### src/rtl/traffic_phase_fsm.sv
// traffic_phase_fsm
//   Phase controller for a main/side two-road intersection with pedestrian
//   service, flashing-yellow maintenance mode and a phase-counter watchdog.
//
// Ports
//   clk, rst_n          system clock, asynchronous active-low reset
//   g_end/y_end/r_end   phase-end pulses from the phase time counter
//   side_req            side-road vehicle sensor (level)
//   ped_req             pedestrian button (pulse or level)
//   flash_mode          maintenance flash request (level)
//   fsm_g/fsm_y/fsm_r   one-hot phase selects to the counter (all 0 in flash)
//   main_lamp/side_lamp {red, yellow, green} per road
//   ped_walk            walk lamp, high exactly while side green
//   fault               sticky watchdog / illegal-state fault
module traffic_phase_fsm #(
   parameter int unsigned FLASH_HALF = 8,
   parameter int unsigned WDOG_LIMIT = 300,
   parameter int unsigned WDOG_W     = 10
) (
   input  logic       clk,
   input  logic       rst_n,
   input  logic       g_end,
   input  logic       y_end,
   input  logic       r_end,
   input  logic       side_req,
   input  logic       ped_req,
   input  logic       flash_mode,
   output logic       fsm_g,
   output logic       fsm_y,
   output logic       fsm_r,
   output logic [2:0] main_lamp,
   output logic [2:0] side_lamp,
   output logic       ped_walk,
   output logic       fault
);

   localparam int unsigned DIV_W = (FLASH_HALF > 1) ? $clog2(FLASH_HALF) : 1;

   typedef enum logic [2:0] {
      MAIN_G = 3'd0,
      MAIN_Y = 3'd1,
      ALL_R1 = 3'd2,
      SIDE_G = 3'd3,
      SIDE_Y = 3'd4,
      ALL_R2 = 3'd5,
      FLASH  = 3'd6
   } state_t;

   state_t            state, state_nxt;
   logic              ped_pending, ped_pending_nxt;
   logic [WDOG_W-1:0] wdog, wdog_nxt;
   logic [DIV_W-1:0]  div, div_nxt;
   logic              blink, blink_nxt;
   logic              fault_nxt;
   logic              end_match;
   logic              timed;
   logic              illegal;
   logic              trip;

   always_comb begin
      end_match = 1'b0;
      timed     = 1'b1;
      illegal   = 1'b0;
      case (state)
         MAIN_G, SIDE_G: end_match = g_end;
         MAIN_Y, SIDE_Y: end_match = y_end;
         ALL_R1, ALL_R2: end_match = r_end;
         FLASH:          timed     = 1'b0;
         default: begin
            timed   = 1'b0;
            illegal = 1'b1;
         end
      endcase

      // Trips on the edge where the count would reach the limit.
      trip      = timed && !end_match && (wdog == WDOG_W'(WDOG_LIMIT - 1));
      fault_nxt = fault | trip | illegal;

      state_nxt = state;
      if (fault_nxt || flash_mode) begin
         state_nxt = FLASH;
      end else begin
         case (state)
            MAIN_G: if (g_end && (side_req || ped_pending)) state_nxt = MAIN_Y;
            MAIN_Y: if (y_end) state_nxt = ALL_R1;
            ALL_R1: if (r_end) state_nxt = SIDE_G;
            SIDE_G: if (g_end) state_nxt = SIDE_Y;
            SIDE_Y: if (y_end) state_nxt = ALL_R2;
            ALL_R2: if (r_end) state_nxt = MAIN_G;
            FLASH:  state_nxt = ALL_R2;
            default: state_nxt = FLASH;
         endcase
      end

      if ((state_nxt != state) || end_match || (state_nxt == FLASH)) begin
         wdog_nxt = '0;
      end else begin
         wdog_nxt = wdog + WDOG_W'(1);
      end

      ped_pending_nxt = ped_pending | (ped_req && (state != SIDE_G));
      if ((state_nxt == SIDE_G) && (state != SIDE_G)) begin
         ped_pending_nxt = 1'b0;
      end

      div_nxt   = '0;
      blink_nxt = 1'b0;
      if (state_nxt == FLASH) begin
         if (state != FLASH) begin
            blink_nxt = 1'b1;
         end else if (div == DIV_W'(FLASH_HALF - 1)) begin
            blink_nxt = ~blink;
         end else begin
            div_nxt   = div + DIV_W'(1);
            blink_nxt = blink;
         end
      end
   end

   // Outputs are registered from the next-state values so they line up with
   // the state register while staying free of input-to-output paths.
   always_ff @(posedge clk or negedge rst_n) begin
      if (!rst_n) begin
         state       <= ALL_R2;
         ped_pending <= 1'b0;
         wdog        <= '0;
         div         <= '0;
         blink       <= 1'b0;
         fault       <= 1'b0;
         fsm_g       <= 1'b0;
         fsm_y       <= 1'b0;
         fsm_r       <= 1'b1;
         main_lamp   <= 3'b100;
         side_lamp   <= 3'b100;
         ped_walk    <= 1'b0;
      end else begin
         state       <= state_nxt;
         ped_pending <= ped_pending_nxt;
         wdog        <= wdog_nxt;
         div         <= div_nxt;
         blink       <= blink_nxt;
         fault       <= fault_nxt;
         fsm_g       <= (state_nxt == MAIN_G) || (state_nxt == SIDE_G);
         fsm_y       <= (state_nxt == MAIN_Y) || (state_nxt == SIDE_Y);
         fsm_r       <= (state_nxt == ALL_R1) || (state_nxt == ALL_R2);
         ped_walk    <= (state_nxt == SIDE_G);
         case (state_nxt)
            MAIN_G: begin
               main_lamp <= 3'b001;
               side_lamp <= 3'b100;
            end
            MAIN_Y: begin
               main_lamp <= 3'b010;
               side_lamp <= 3'b100;
            end
            SIDE_G: begin
               main_lamp <= 3'b100;
               side_lamp <= 3'b001;
            end
            SIDE_Y: begin
               main_lamp <= 3'b100;
               side_lamp <= 3'b010;
            end
            FLASH: begin
               main_lamp <= {1'b0, blink_nxt, 1'b0};
               side_lamp <= {1'b0, blink_nxt, 1'b0};
            end
            default: begin
               main_lamp <= 3'b100;
               side_lamp <= 3'b100;
            end
         endcase
      end
   end

endmodule
### config.mk
export PLATFORM = sky130hd
export DESIGN_NAME = traffic_phase_fsm
export DESIGN_NICKNAME = d
export VERILOG_FILES = /design/src/rtl/traffic_phase_fsm.sv
export SDC_FILE = /design/constraint.sdc
export NUM_CORES = 1
export LEC_CHECK = 0
export BUFFER_PORTS_ARGS = -buffer_cell sky130_fd_sc_hd__buf_4
export CORE_ASPECT_RATIO = 0.5
export CORE_MARGIN = 4
export CORE_UTILIZATION = 30
export CTS_CLUSTER_DIAMETER = 100
export CTS_CLUSTER_SIZE = 24
export DETAILED_ROUTE_END_ITERATION = 16
export SLEW_MARGIN = 20
export SYNTH_ARGS = -nofsm -noshare
export SYNTH_HDL_FRONTEND = slang
export SYNTH_SLANG_ARGS = --single-unit
### constraint.sdc
create_clock -name clk -period 2.8 [get_ports clk]
set_input_delay 0.42 -clock clk [delete_from_list [all_inputs] [get_ports clk]]
set_output_delay 0.42 -clock clk [all_outputs]
set_load 0.005 [all_outputs]
==> flow_metrics.env <==
export IMPL_status="finished, final reports clean"
export IMPL_powerDensity_nw_per_um2=425.2
export IMPL_setup_worst_path_end_class="flop"
export IMPL_io_pins=19
export IMPL_place_hpwl_um=1981
export IMPL_cts_buffer_depth=2
export IMPL_synth_edf_count=0
export IMPL_seqCellArea_um2=732.0
export IMPL_p_int_mw=0.6216
export IMPL_grt_max_degree=30
export IMPL_critPathKind="flop to flop"
export IMPL_tightestPinTransition_ns=0.4819
export IMPL_p_sw_mw=0.1561
export IMPL_start_util=0.3111
export IMPL_hold_violations=0
export IMPL_synth_seq_area_share=0.4748
export IMPL_yosysMostFrequentCell="dfrtp_1"
export IMPL_drt_iter0_markers=55
export IMPL_clkSinkCount=29
export IMPL_slew_viol_final=0
export IMPL_drt_total_wl_um=2713
export IMPL_power_mw=0.7778
export IMPL_htree_levels=2
export IMPL_async_flop_share=1.000
export IMPL_synth_flop_cell="dfrtp_1"
export IMPL_power_share_clock=0.435
export IMPL_gp_congestion=0.7700
export IMPL_drc=0
export IMPL_cp_required_ns=2.93
export IMPL_rsz0062_at_grt="no"
export IMPL_diodes=0
export IMPL_die_area_um2=6419
export IMPL_cts_buffers=5
export IMPL_grt_pass1_vias=1073
export IMPL_ys_seq_elements=29
export IMPL_fillCellCount=498
export IMPL_nets=172
export IMPL_maxCapViolCount=0
export IMPL_area_delta_synth_final_pct=18.67
export IMPL_max_slew_margin=0.6787
export IMPL_cts_tree="yes"
export IMPL_core_area_um2=4955
export IMPL_vdd_ir_drop_max_mv=0.1637
export IMPL_clock_root_buffer="clkbuf_8"
export IMPL_vias=1074
export IMPL_synth_top_area_cell="dfrtp_1"
export IMPL_final_setup_tns_ns=0
export IMPL_postRouteAntennaNets=0
export IMPL_clk_latency_ns=0.27
export IMPL_drive_above_1_share=0.3540
export IMPL_multiInputGateArea_um2=758.2
export IMPL_post_cts_resized=0
export IMPL_hold_buffers=0
export IMPL_ys_types=50
export IMPL_arrival_ns=2.12
export IMPL_port_buffers=18
export IMPL_leakagePower_nw=0.7895
export IMPL_dr_pass1_iters=4
export IMPL_min_period_ns=1.985
export IMPL_synthesis_nets=150
export IMPL_p_sw_frac=0.2007
export IMPL_grt_usage=0.09177
export IMPL_fin_crit_sh=0.7089
export IMPL_synth_area_per_cell_um2=11.09
export IMPL_syn_area_um2=1541
export IMPL_synth_commonest_cells="24 x dfrtp_1, 11 x nor2_1, 10 x nand2_1, 10 x nor2_2"
export IMPL_die_x_um=109.4
export IMPL_power_frac_comb=0.026
export IMPL_synth_area_leaders="dfrtp_1 39%, dfstp_2 8.5%, nor2_2 4.1%"
export IMPL_fp_dieH_um=58.69
export IMPL_timing_fmax_mhz=503.8
export IMPL_rows=18
export IMPL_crit_fanout=16
export IMPL_wl_per_cell_um=11.74
export IMPL_overflow=0
export IMPL_dpl_cell_area_um2=1743
export IMPL_grt_first_pass_wirelength_um=4623
export IMPL_post_cts_buffers=0
export IMPL_p_seq_frac=0.540
export IMPL_syn_inst=139
export IMPL_skew_ns=0.007010
export IMPL_hold_class="input port to async pin"
export IMPL_worstSetupStartpointType="flop"
export IMPL_fin_area_um2=1829
export IMPL_cts_reportedPaths_clkPinSlew_ns=0.06
export IMPL_antenna_found_initial=0
export IMPL_synth_top_area_share=0.3896
export IMPL_via_per_inst=4.649
export IMPL_setup_violations=0
export IMPL_synth_warnings=0
[power groups by stage]
stage          combinational (mW)  clock, mW  sequential (mW)
6_report                   0.0199      0.338            0.420
3_3_place_gp               0.0201          0            0.427
3_5_place_dp               0.0208          0            0.427
5_1_grt                    0.0224      0.369            0.419
2_1_floorplan             0.00202          0            0.427
4_1_cts                    0.0208      0.348            0.420
[sequential cells by signal, indices dropped and copies added (netlist names), 3 cells and up]
name / flops
div: 3
wdog: 10
state: 3
side_lamp: 3
main_lamp: 3
[final cells by class]
class | count | area share
Multi-Input combinational cell | 99 | 0.4145
Sequential cell | 29 | 0.4001
Timing Repair Buffer | 18 | 0.07387
Tap cell | 70 | 0.04788
Clock buffer | 7 | 0.04720
Inverter | 8 | 0.01642
[path summary, 6_finish.rpt]
check | startpoint | endpoint | slack [ns] | cells after the start
setup / recovery | state[1] | side_lamp[1] | 0.82 | 5
hold / removal | rst_n | main_lamp[0] | 0.05 | 1
setup reg to reg | state[1] | side_lamp[1] | 0.82 | 5
hold reg to reg | div[0] | div[0] | 0.44 | 1
max in group asynchronous | rst_n | state[0] | 2.44 | 1
min in group clk | r_end | ped_pending | 0.42 | 2
[routing by layer]
layer	part of all wire	GRT usage	vias up	wire (µm)
li1	-	-	528	-
met1	0.46	0.1156	519	1239
met2	0.49	0.1526	24	1332
met3	0.045	0.02629	3	121
met4	0.0070	0.03197	0	19
met5	0	0	-	0
[critical path: stages, from the launching register on]
cell,delay (ns)
dfrtp_1,0.64
mux2i_1,0.37
o311ai_4,0.14
or3_1,0.42
nand3_1,0.17
o21ai_1,0.10
[kinds of logic after synthesis]
logic type      count (synthesis)  synth area share
mux                             1          0.006494
compound gates                 24            0.1526
buf+inv                        11           0.03328
fa+ha+maj                       3           0.02435
xor+xnor                        9           0.05113
simple gates                   62            0.2573
flops                          29            0.4748
[per-stage QoR]
step                setup slack, ns    util  cells  hold slack, ns
finish                       0.8150  0.3692    231         0.05461
detailed placement           0.8493  0.3518    224          0.3633
global placement             0.8751  0.3518    224          0.3552
CTS                          0.8377  0.3692    231         0.06465
floorplan                     1.118       -    139          0.1244
global route                 0.7026  0.3692    231         0.07335
[cells in the final DEF, fill, tap and decap left out, types with 5 or more instances in the layout]
cell	count
dfrtp_1	24
buf_4	18
nor2_1	11
nand2_1	10
nor2_2	10
inv_1	7
nand3_1	7
clkbuf_8	6
xnor2_1	5
dfstp_2	5
No activity file was read; power rests on OpenSTA's default activity.
